**src/rtl/mask_unpack_pkg.sv**
```systemverilog
// Shared constants and state encoding for the masking-polynomial unpacker.
// Q, GAMMA1 and field widths for Dilithium levels 2 and 3/5.
package mask_unpack_pkg;

    localparam logic [23:0] Q            = 24'd8380417;
    localparam logic [23:0] GAMMA1_LVL2  = 24'd131072;
    localparam logic [23:0] GAMMA1_LVL35 = 24'd524288;

    localparam logic [7:0] W_LVL2  = 8'd18;
    localparam logic [7:0] W_LVL35 = 8'd20;

    localparam logic [6:0] NW_LVL2  = 7'd72;
    localparam logic [6:0] NW_LVL35 = 7'd80;

    localparam logic [7:0] BW_LVL2    = 8'd72;
    localparam logic [7:0] BW_LVL35   = 8'd80;
    localparam logic [7:0] READY_FILL = 8'd80;
    localparam logic [6:0] BEATS      = 7'd64;

    typedef enum logic [1:0] {
        S_IDLE,
        S_RUN,
        S_DONE
    } state_t;

endpackage

```
**src/rtl/mask_coeff_map.sv**
```systemverilog
// Maps one W-bit SHAKE field z to the coefficient gamma1 - z mod q.
// Purely combinational; the top instantiates one per output lane.
module mask_coeff_map
    import mask_unpack_pkg::*;
(
    input  logic [19:0] z,
    input  logic        lvl2,
    output logic [23:0] lane
);

    logic [23:0] g1;
    logic [23:0] diff;

    // Unsigned wrap is fine: a negative diff plus Q lands back in [0, Q).
    always_comb begin
        g1   = lvl2 ? GAMMA1_LVL2 : GAMMA1_LVL35;
        diff = g1 - {4'b0, z};
        lane = diff[23] ? diff + Q : diff;
    end

endmodule

```
**src/rtl/mask_unpack.sv**
```systemverilog
// Streams 64-bit SHAKE words into 18/20-bit fields and emits four
// masking coefficients per beat, 64 beats per polynomial.
module mask_unpack
    import mask_unpack_pkg::*;
(
    input  logic        clk,
    input  logic        rst,
    input  logic [2:0]  sec_lvl,
    input  logic        start,
    input  logic        validi,
    input  logic [63:0] di,
    output logic        ready_o,
    output logic        valido,
    output logic [95:0] dout,
    input  logic        readyi,
    output logic        done
);

    state_t       state_q;
    state_t       state_d;
    logic         lvl2_q;
    logic [143:0] bits_q;
    logic [7:0]   fill;
    logic [6:0]   words_in;
    logic [6:0]   beats_out;

    logic [7:0]   bw;
    logic [6:0]   nw;
    logic         run;
    logic         acc;
    logic         hs;
    logic         load;
    logic [143:0] appended;
    logic [143:0] bits_d;
    logic [7:0]   fill_d;
    logic [95:0]  lanes;

    always_comb begin
        bw       = lvl2_q ? BW_LVL2 : BW_LVL35;
        nw       = lvl2_q ? NW_LVL2 : NW_LVL35;
        run      = (state_q == S_RUN);
        ready_o  = run && (fill <= READY_FILL) && (words_in < nw);
        acc      = validi && ready_o;
        hs       = valido && readyi;
        load     = run && (!valido || readyi) && (fill >= bw)
                   && (beats_out < BEATS);
        // Bits above fill are always zero, so OR-append is safe.
        appended = acc ? (bits_q | ({80'b0, di} << fill)) : bits_q;
        bits_d   = load ? (appended >> bw) : appended;
        fill_d   = fill + (acc ? 8'd64 : 8'd0) - (load ? bw : 8'd0);
    end

    for (genvar i = 0; i < 4; i++) begin : g_lane
        logic [19:0] z;
        assign z = lvl2_q ? {2'b0, bits_q[i*18 +: 18]}
                          : bits_q[i*20 +: 20];
        mask_coeff_map u_map (
            .z    (z),
            .lvl2 (lvl2_q),
            .lane (lanes[i*24 +: 24])
        );
    end

    always_comb begin
        state_d = state_q;
        done    = 1'b0;
        unique case (state_q)
            S_IDLE: if (start) state_d = S_RUN;
            S_RUN: begin
                if (hs && beats_out == BEATS - 7'd1) state_d = S_DONE;
            end
            S_DONE: begin
                done    = 1'b1;
                state_d = S_IDLE;
            end
            default: state_d = S_IDLE;
        endcase
    end

    always_ff @(posedge clk) begin
        if (rst) begin
            state_q   <= S_IDLE;
            lvl2_q    <= 1'b0;
            bits_q    <= '0;
            fill      <= '0;
            words_in  <= '0;
            beats_out <= '0;
            valido    <= 1'b0;
            dout      <= '0;
        end else begin
            state_q <= state_d;
            if (state_q == S_IDLE && start) begin
                lvl2_q    <= (sec_lvl == 3'd2);
                bits_q    <= '0;
                fill      <= '0;
                words_in  <= '0;
                beats_out <= '0;
            end else begin
                bits_q <= bits_d;
                fill   <= fill_d;
                if (acc) words_in  <= words_in + 7'd1;
                if (hs)  beats_out <= beats_out + 7'd1;
            end
            if (load) begin
                valido <= 1'b1;
                dout   <= lanes;
            end else if (hs) begin
                valido <= 1'b0;
            end
        end
    end

endmodule

```
**config.mk**
```make
export PLATFORM = sky130hd
export DESIGN_NAME = mask_unpack
export DESIGN_NICKNAME = d
export VERILOG_FILES = /design/src/rtl/mask_unpack_pkg.sv /design/src/rtl/mask_coeff_map.sv /design/src/rtl/mask_unpack.sv
export SDC_FILE = /design/constraint.sdc
export NUM_CORES = 1
export LEC_CHECK = 0
export ABC_AREA = 1
export BUFFER_PORTS_ARGS = -buffer_cell sky130_fd_sc_hd__buf_2
export CORE_MARGIN = 8
export CORE_UTILIZATION = 40
export DETAILED_ROUTE_END_ITERATION = 16
export PLACE_DENSITY_LB_ADDON = 0.2
export SKIP_LAST_GASP = 1
export SLEW_MARGIN = 20
export SYNTH_ARGS = -nofsm -noshare
export SYNTH_HDL_FRONTEND = slang
export SYNTH_SLANG_ARGS = --single-unit
```
**constraint.sdc**
```tcl
create_clock -name clk -period 5 [get_ports clk]
set_input_delay 0.25 -clock clk [delete_from_list [all_inputs] [get_ports clk]]
set_output_delay 0.25 -clock clk [all_outputs]
set_load 0.01 [all_outputs]
```
==> results of run 1 <==
-- worst register-to-register path, delay by kind of cell, from the launching register on --
kind                       cells  cell delay, ps
and+or+nand+nor                5            1440
adders and majority gates      3             770
buffers and inverters          3             550
AOI/OAI and AO/OA              4             460
DFF                            1             340
-- routing by layer --
layer	wire length, um	track usage	vias to the layer above	part of all wire
met3	5906	0.03593	111	0.081
met5	0	0	-	0
met2	29730	0.3781	848	0.41
met4	3142	0.1077	0	0.043
met1	34340	0.3758	9600	0.47
li1	-	-	10552	-
-- per-stage QoR --
step	total power, W	setup WS [ps]
after floorplan	0.003529	1423
after global placement	0.004035	1361
after detailed placement	0.004053	1377
after CTS	0.006403	1338
after global routing	0.006741	1045
final	0.006391	1336
-- report_power, final --
part	leakage (nW)	internal, W	switching [W]
combinational	7.93	0.000558	0.00129
sequential	2.12	0.00215	0.0000454
clock	0.515	0.00140	0.000948
-- cell usage after synthesis, types with 4 or more instances --
| library cell | count | area (um2) |
|---|---|---|
| o21ai_0 | 256 | 1281 |
| o21ai_1 | 27 | 135.1 |
| nand3_1 | 149 | 745.7 |
| o21a_1 | 9 | 67.56 |
| ha_1 | 25 | 312.8 |
| nor3_2 | 9 | 90.09 |
| a31oi_1 | 40 | 250.2 |
| nand2_1 | 959 | 3600 |
| or2_2 | 13 | 81.33 |
| xnor2_1 | 6 | 52.55 |
| o211ai_1 | 57 | 427.9 |
| nor2_4 | 11 | 123.9 |
| xor2_1 | 38 | 332.8 |
| inv_2 | 20 | 75.07 |
| a21oi_1 | 143 | 715.7 |
| nand2_2 | 28 | 175.2 |
| inv_1 | 338 | 1269 |
| o21ai_2 | 4 | 35.03 |
| buf_1 | 17 | 63.81 |
| buf_6 | 10 | 112.6 |
| nor2_2 | 28 | 175.2 |
| and2_1 | 16 | 100.1 |
| a21o_1 | 38 | 285.3 |
| clkbuf_1 | 89 | 334.1 |
| dfxtp_1 | 263 | 5265 |
| nand3_2 | 7 | 70.07 |
| nand4_1 | 37 | 231.5 |
| buf_2 | 42 | 210.2 |
| nor3_1 | 31 | 155.2 |
| nor2_1 | 409 | 1535 |
| clkinv_1 | 6 | 22.52 |
| o21bai_1 | 7 | 52.55 |
| o22ai_1 | 65 | 406.6 |
-- logic make-up (layout without fill, tap and decap cells) --
family                   after synthesis  in the layout
AND/OR/NAND/NOR                     1710           1710
AO/OA/AOI/OAI                        653            653
buffers and inverters                527            634
flip-flops                           263            263
XOR/XNOR                              44             44
adder cells (fa/ha/maj)               27             27
multiplexers                           1              1
-- sequential cells by signal (all words and copies together), names as in the netlist --
register   flops
beats_out      7
bits_q       144
dout          96
fill           5
lvl2_q         1
state_q        2
valido         1
words_in       7
-- worst max path at each step --
stage                     slack [ps]                 end
after floorplan                 1420  fill[7]$_SDFF_PP0_
after global placement          1360  fill[7]$_SDFF_PP0_
after detailed placement        1380  fill[7]$_SDFF_PP0_
after CTS                       1340  fill[7]$_SDFF_PP0_
after global routing            1040  fill[7]$_SDFF_PP0_
final                           1340  fill[7]$_SDFF_PP0_
-- final cells by class --
| class | instances | area [um2] |
|---|---|---|
| inverter | 365 | 1375 |
| clock buffer | 43 | 900.9 |
| sequential | 263 | 5273 |
| tap | 615 | 769.5 |
| multi-input combinational | 2435 | 11680 |
| fill | 5158 | 26000 |
| clock inverter | 14 | 155.1 |
| timing repair buffer | 212 | 1189 |
==> metrics.md, run 1 <==
| Metric | Value |
|---|---|
| IO Port Bufs | 170 |
| Maxcap violations | 0 |
| Hold Buf Count CTS | 4 |
| Yosys warns | 0 |
| # clock sinks | 263 |
| 1st-iter DRT viols | 1977 |
| Post-route insts no fill | 3947 |
| Buffers & Inverters on Critical Path | 3 |
| Row cnt | 80 |
| VDD IR-drop max | 228.4 uV |
| Multiplexer area fraction after synthesis | 0.0005251 |
| Commonest cells after routing, fill and taps aside | nand2_1, nor2_1, inv_1 |
| Top_reg_cell synth | dfxtp_1 |
| Final hold slack | 139.8 ps |
| CP Launch Type | register |
| WP depth | 15 |
| Reg-to-reg endpoint | fill[7]$_SDFF_PP0_ |
| Slew Limit Fails | 0 |
| CP arrival | 4140 ps |
| Routed length per instance | 18.52 um |
| WL final | 73.11 mm |
| Crit-path cells | nor2_1 -> buf_4 -> nor4_1 -> nand2_4 -> nor2_1 -> clkinv_1 -> buf_4 -> ha_1 -> ha_1 -> ha_1 -> o21ai_0 -> a21oi_1 -> or2_2 -> o21ai_0 -> a21oi_1 |
| DRC violations left | 0 |
| CTS root buf | clkbuf_16 |
| R2R depth | 15 |
| CTS tree | yes |
| Total gr overflow | 0 |
| Yosys cell types | 51 |
| Synth Area in Adders | 0.01851 |
| Worst path required time | 5470 ps |
| Commonest non-fill, non-tap cell in the layout | nand2_1 |
| Area grow syn2layout | 11.97% |
| Cts bufs inserted | 31 |
| Clock transition at the registers of the reported paths | 60 ps |
| Setup repair bufs after CTS | 0 |
| Htree depth | 1 |
| CP top delay family | simple AND/OR/NAND/NOR gates |
| Pleak | 10.57 nW |
| Initial antenna violation count | 0 |
| Core Area | 47350 um2 |
| Power per cell area | 299.5 nW/um2 |
| Simple-Gate Fraction of Synth Area | 0.3776 |
| Tcrit/Tclk final | 0.7328 |
| Setup Crit Path Kind | register to register |
| Worst hold stages | 5 |
| Initial Util | 0.4026 |
| Vias | 21.11k |
| Finished Core Util | 0.4508 |
| Hold/Removal Path Class | input pin to register |
| Largest family of logic cells by synthesized area | simple AND/OR/NAND/NOR gates |
| R2r startpoint | fill[7]$_SDFF_PP0_ |
| Layout Skew | 25.86 ps |
| DRT Pass-1 Iters | 6 |
| DIE AREA | 54900 um2 |
| Post-synth EDFFs | 0 |
| CP endpoint kind | register |
| Least-Margin Pin Slew | 800.8 ps |
| ANT nets after route | 0 |
| Share of cells above drive strength 1 | 0.1188 |
| Yosys reg bits | 263 |
| Design area | 21340 um2 |
| Post-DP HPWL | 56.75 mm |
| Status | finished, final reports clean |
| Clock Latency Late Sink | 590 ps |
| DR vias/cell | 5.349 |
| Worst Hold End | words_in[2]$_SDFFE_PP0P_ |
| Placed instance area | 20250 um2 |
| Syn Std Cell Area | 19060 um2 |
| Max FO, Critical Path | 37 |
| Critical path's slowest cell | nor4_1 |
| Worst Setup SP | fill[7]$_SDFF_PP0_ |
| GRT Util Overall | 0.2588 |
| RSZ-0062 raised after global routing | no |
| Worst Hold Launch | validi |
| Fraction of registers with async set/reset | 0 |
| Die height | 234.3 um |
| Worst rel slew slack | 0.4605 |
| First-pass GRT wire length | 111.9 mm |
| Max Fclk | 272.9 MHz |
| Placed cell count | 3886 |
| Cells after Synth | 3225 |
| Post-synthesis net count | 3324 |
| # nets final | 3407 |
| Synth Area in Compound Gates | 0.1952 |
| Vias in the first global route | 19.12k |
| Worst R2R Setup Slack | 1340 ps |
| Routability Congestion | 0.9744 |
| CP peak stage delay | 450 ps |
| Pin count of the biggest net entering global routing | 155 |
| Syn avg cell area | 5.911 um2 |
| Most frequent cell on the critical path | ha_1 |
| Antenna Cells | 0 |
| Minimum clock period | 3664 ps |
| Die width | 234.3 um |
| Fin Setup TNS | 0 ps |
| # resized after CTS | 0 |
| Seq/Total Area, Yosys | 0.2762 |
| Max Root-Sink Buffers | 3 |
| Xor-xnor portion of the synthesized cell area | 0.02022 |
| Final setup fails | 0 |
| Final hold vios | 0 |
| # IOs | 171 |
Note: power is estimated with default switching activity, not from simulation.
==> run 2, diff against run 1 <==
Clock period 5 ns to 3.6 ns, I/O delays scaled along.
==> run 2 against run 1 <==
Net effect:
- combinational power rose by 41%
- global-route usage rose by 0.22 points
- sequential power grew 39%
- register-to-register slack got worse by 900 ps
- worst setup slack lost 900 ps
- flip-flop and latch count stayed put
- sequential share of layout area shrank 0.31 points
- first-iteration DRC count increased by 0.46%
- clock skew down 1.7 ps
- critical path type unchanged
- largest power group unchanged
==> metrics.md, run 2 (synthesis gave the netlist of run 1 again) <==
| Metric | Value |
|---|---|
| Pin count of the biggest net entering global routing | 115 |
| Commonest non-fill, non-tap cell in the layout | nand2_1 |
| DR vias/cell | 5.355 |
| Max FO, Critical Path | 34 |
| Highest Signal Layer | met4 |
| VDD IR-drop max | 275.4 uV |
| IO Port Bufs | 170 |
| Slew Limit Fails | 0 |
| Maxcap violations | 0 |
| P_int | 0.005820 W |
| Hold/Removal Path Class | input pin to register |
| Met1 WL | 34.31 mm |
| Status | finished, final reports clean |
| Core Area | 47350 um2 |
| Max Fclk | 316.0 MHz |
| Post-DP HPWL | 56.34 mm |
| CP endpoint kind | register |
| Minimum clock period | 3164 ps |
| Htree depth | 2 |
| Clock Latency Late Sink | 550 ps |
| Combinational share of power | 0.285 |
| 1st-iter DRT viols | 1986 |
| FILL cells | 5116 |
| Cts bufs inserted | 34 |
| Largest register FFs | 144 |
| # IOs | 171 |
| GRT Util Overall | 0.2611 |
| R2r startpoint | lvl2_q$_SDFFE_PP0P_ |
| Routability Congestion | 0.9426 |
| Fin Setup TNS | 0 ps |
| Final setup fails | 0 |
| Initial Util | 0.4026 |
| Worst rel slew slack | 0.2919 |
| Setup Crit Path Kind | register to register |
| Row cnt | 80 |
| Vias in the first global route | 19.34k |
| Design area | 21610 um2 |
| Multi-input logic area | 11680 um2 |
| Initial antenna violation count | 0 |
| Area grow syn2layout | 13.38% |
| FF+latch area | 5273 um2 |
| Met2 WL | 29.48 mm |
| Die width | 234.3 um |
| Antenna Cells | 0 |
| Tcrit/Tclk final | 0.8789 |
| Commonest cells after routing, fill and taps aside | nand2_1, nor2_1, inv_1 |
| Vias | 21.28k |
| Worst Setup SP | lvl2_q$_SDFFE_PP0P_ |
| Share of cells above drive strength 1 | 0.1254 |
| CP Launch Type | register |
| CTS tree | yes |
| First-pass GRT wire length | 113.1 mm |
| WL final | 72.93 mm |
| Least-Margin Pin Slew | 1062 ps |
| DRT Pass-1 Iters | 6 |
| Finished Core Util | 0.4565 |
| RSZ-0062 raised after global routing | no |
| Die height | 234.3 um |
| Clock power share | 0.381 |
| CTS root buf | clkbuf_16 |
| Worst path required time | 4020 ps |
| Sw Pwr | 0.003300 W |
| Routed length per instance | 18.36 um |
| Clock transition at the registers of the reported paths | 60 ps |
| Switching Fraction | 0.3618 |
| DIE AREA | 54900 um2 |
| Power per cell area | 422.0 nW/um2 |
| Placed instance area | 20440 um2 |
| Met3 wire length | 5.994 mm |
| CP arrival | 3590 ps |
| Max Root-Sink Buffers | 3 |
| Pleak | 10.73 nW |
| Total gr overflow | 0 |
| Setup repair bufs after CTS | 0 |
| Sequential Power Share | 0.334 |
| ANT nets after route | 0 |
| Worst Hold Launch | rst |
| Final hold vios | 0 |
| DRC violations left | 0 |
| Biggest register | bits_q |
| Biggest regs | bits_q (144), dout (96) |
| # clock sinks | 263 |
| # nets final | 3433 |
| Layout Skew | 24.12 ps |
run 2: cell types whose count changed in the layout (fill, tap and decap cells not counted), sizes merged:
| cell | previous run | this run |
|---|---|---|
| buf | 208 | 231 |
| clkinv | 12 | 16 |
| clkinvlp | 4 | 1 |
| clkbuf | 43 | 45 |
| bufinv | 3 | 2 |
| inv | 360 | 361 |
run 2: layout make-up:
cell class,instances,area share
Tap cell,615,0.03560
Clock buffer,45,0.04458
Clock inverter,15,0.007584
Timing Repair Buffer,235,0.06415
Multi-Input combinational cell,2435,0.5405
Sequential cell,263,0.2440
Inverter,365,0.06363
run 2: worst max-delay path: stages, from the launching register on:
cell	delay (ps)
dfxtp_4	530
inv_4	230
nand2_2	150
nand2_1	100
inv_1	170
ha_1	270
nand3_2	150
nor2_4	140
nand2_1	110
nor2_2	150
nand3_1	80
nand2_1	150
nand2_1	80
nor2_2	170
nand2_1	160
nand3_1	100
nand2_1	50
nor2_1	140
nor2_1	50
run 2: metrics by stage:
stage | worst slack, ps | hold WS [ps] | power, W | std cells
4_1_cts | 467.2 | 200.0 | 0.009144 | 3973
2_1_floorplan | 22.67 | 340.1 | 0.004902 | 3225
6_report | 435.9 | 224.1 | 0.009119 | 3973
5_1_grt | 105.7 | 238.5 | 0.009608 | 3973
3_3_place_gp | 526.8 | 428.2 | 0.005637 | 3909
3_5_place_dp | 501.9 | 433.9 | 0.005657 | 3909
run 2: repair_timing:
| action | CTS | global route |
|---|---|---|
| hold buffers | 4 | 0 |
| endpoints found under the hold margin | 4 | 0 |
| gates resized for setup | 0 | 0 |
run 2: final timing paths:
path                                 to  slack (ps)  cells after the start
setup reg to reg  dout[64]$_SDFFE_PP0N_         440                     18
hold / removal    bits_q[88]$_SDFF_PP0_         220                      5
setup / recovery  dout[64]$_SDFFE_PP0N_         440                     18
hold reg to reg   dout[95]$_SDFFE_PP0N_         440                      2
run 2: per-layer routing:
layer | up-vias | track usage
li1 | 10602 | -
met1 | 9654 | 0.3785
met5 | - | 0
met3 | 129 | 0.04306
met4 | 0 | 0.1083
met2 | 890 | 0.3770
run 2: power groups by stage:
stage | Sequential [W] | Combinational (W) | Clock, W
final | 0.00304 | 0.00260 | 0.00348
after floorplan | 0.00310 | 0.00180 | 0
after detailed placement | 0.00311 | 0.00255 | 0
after global routing | 0.00305 | 0.00291 | 0.00365
after global placement | 0.00310 | 0.00253 | 0
after CTS | 0.00304 | 0.00256 | 0.00354
==> run 3, diff against run 2 <==
Settings changed: BUFFER_PORTS_ARGS -buffer_cell sky130_fd_sc_hd__buf_2 to -buffer_cell sky130_fd_sc_hd__clkbuf_2.
==> run 3 against run 2 <==
Net effect:
- flip-flop and latch count did not move
- die area did not move
- core utilization fell by 0.24 points
- total power fell by 3.4%
- sequential share of layout area rose by 0.13 points
==> metrics.md, run 3 (synthesis gave the netlist of run 1 again) <==
| Metric | Value |
|---|---|
| # nets final | 3430 |
| GRT Util Overall | 0.2557 |
| Worst rel slew slack | 0.3583 |
| Max Fclk | 307.5 MHz |
| Pre-CTS setup slack | 397.8 ps |
| FILL cells | 5145 |
| Clock Latency Late Sink | 590 ps |
| DR vias/cell | 5.355 |
| CP Launch Type | register |
| Final setup margin | 348.4 ps |
| ANT nets after route | 0 |
| Commonest non-fill, non-tap cell in the layout | nand2_1 |
| First-pass GRT wire length | 112.0 mm |
| Status | finished, final reports clean |
| Core Area | 47350 um2 |
| Final hold slack | 187.2 ps |
| # resized after CTS | 0 |
| Pin count of the biggest net entering global routing | 93 |
| Total gr overflow | 0 |
| Minimum clock period | 3252 ps |
| Initial antenna violation count | 0 |
| RSZ-0062 raised after global routing | no |
| Final setup fails | 0 |
| Final hold vios | 0 |
| # clock sinks | 263 |
| WL final | 71.96 mm |
| Setup repair bufs after CTS | 0 |
| Power per cell area | 409.7 nW/um2 |
| Routed length per instance | 18.12 um |
| Biggest register | bits_q |
| Fin Setup TNS | 0 ps |
| Max Root-Sink Buffers | 3 |
| Largest register FFs | 144 |
| Share of cells above drive strength 1 | 0.1243 |
| DIE AREA | 54900 um2 |
| DRT Pass-1 Iters | 8 |
| Slew Limit Fails | 0 |
| IO Port Bufs | 170 |
| Tcrit/Tclk final | 0.9032 |
| Layout Skew | 10.52 ps |
| # IOs | 171 |
| Worst path required time | 4080 ps |
| Clock transition at the registers of the reported paths | 60 ps |
| DRC violations left | 0 |
| Hold Buf Count CTS | 4 |
| CTS root buf | clkbuf_16 |
| Cts bufs inserted | 30 |
| 1st-iter DRT viols | 2158 |
| Die width | 234.3 um |
| Maxcap violations | 0 |
| Pleak | 10.60 nW |
| Die height | 234.3 um |
| Row cnt | 80 |
| Least-Margin Pin Slew | 956.7 ps |
| Vias | 21.27k |
| Setup Crit Path Kind | register to register |
| VDD IR-drop max | 278.5 uV |
| Design area | 21500 um2 |
| Hold/Removal Path Class | input pin to register |
| Post-DP HPWL | 55.54 mm |
| CP endpoint kind | register |
| Max FO, Critical Path | 35 |
| Biggest regs | bits_q (144), dout (96) |
| Initial Util | 0.4026 |
| Routability Congestion | 0.9653 |
| Htree depth | 1 |
| CP arrival | 3730 ps |
| Area grow syn2layout | 12.79% |
| Commonest cells after routing, fill and taps aside | nand2_1, nor2_1, inv_1 |
| Placed instance area | 20450 um2 |
| Vias in the first global route | 19.49k |
| CTS tree | yes |
-- run 3: changes by cell type in the layout (fill, tap and decap cells not counted), sizes merged --
cell      delta
clkbuf     +165
buf        -169
clkinvlp     -1
diode        +1
bufinv       +1
clkinv       +1
-- run 3: final cells by class --
type | instances | area [um2] | area share
Sequential cell | 263 | 5273 | 0.2452
Tap cell | 615 | 769.5 | 0.03579
Timing Repair Buffer | 236 | 1394 | 0.06483
Clock buffer | 40 | 828.3 | 0.03852
Antenna cell | 1 | 2.502 | 0.0001164
Clock inverter | 16 | 177.7 | 0.008263
Multi-Input combinational cell | 2435 | 11680 | 0.5433
Inverter | 365 | 1375 | 0.06395
-- run 3: worst max-delay path, stage by stage, from the launching register on --
cell and delay [ps]:
dfxtp_4 610, inv_4 280, nand2_2 150, nand2_1 100
inv_1 170, ha_1 290, nand3_2 150, nor2_4 140
nand2_1 110, nor2_2 150, nand3_1 80, nand2_1 150
nand2_1 110, nor2_1 130, nand2_2 120, nand3_1 90
nand2_1 50, nor2_1 180, nor2_1 60
-- run 3: routing by layer --
layer | routed length, um | global-route usage
met1 | 33770 | 0.3667
met2 | 29640 | 0.3816
met5 | 0 | 0
met3 | 5650 | 0.03822
met4 | 2896 | 0.09635
-- run 3: per-stage QoR --
stage	utilization	total power (W)	std cells
final	0.4541	0.008808	3971
after CTS	0.4541	0.008827	3970
after floorplan	-	0.004902	3225
after global placement	0.4320	0.005621	3910
after detailed placement	0.4320	0.005641	3910
after global routing	0.4541	0.009285	3970
-- run 3: report_power, final --
group / total (W) / switching [W] / internal (W)
registers: 0.00305 / 0.0000640 / 0.00298
logic: 0.00258 / 0.00179 / 0.000789
clock network: 0.00318 / 0.00135 / 0.00183
total: 0.00881 / 0.00320 / 0.00560
-- run 3: final timing paths --
kind / startpoint / endpoint / slack, ps / depth (start not counted)
max: lvl2_q$_SDFFE_PP0P_ / dout[63]$_SDFFE_PP0N_ / 350 / 18
min: rst / dout[71]$_SDFFE_PP0N_ / 190 / 3
max reg2reg: lvl2_q$_SDFFE_PP0P_ / dout[63]$_SDFFE_PP0N_ / 350 / 18
min reg2reg: dout[95]$_SDFFE_PP0N_ / dout[95]$_SDFFE_PP0N_ / 440 / 2
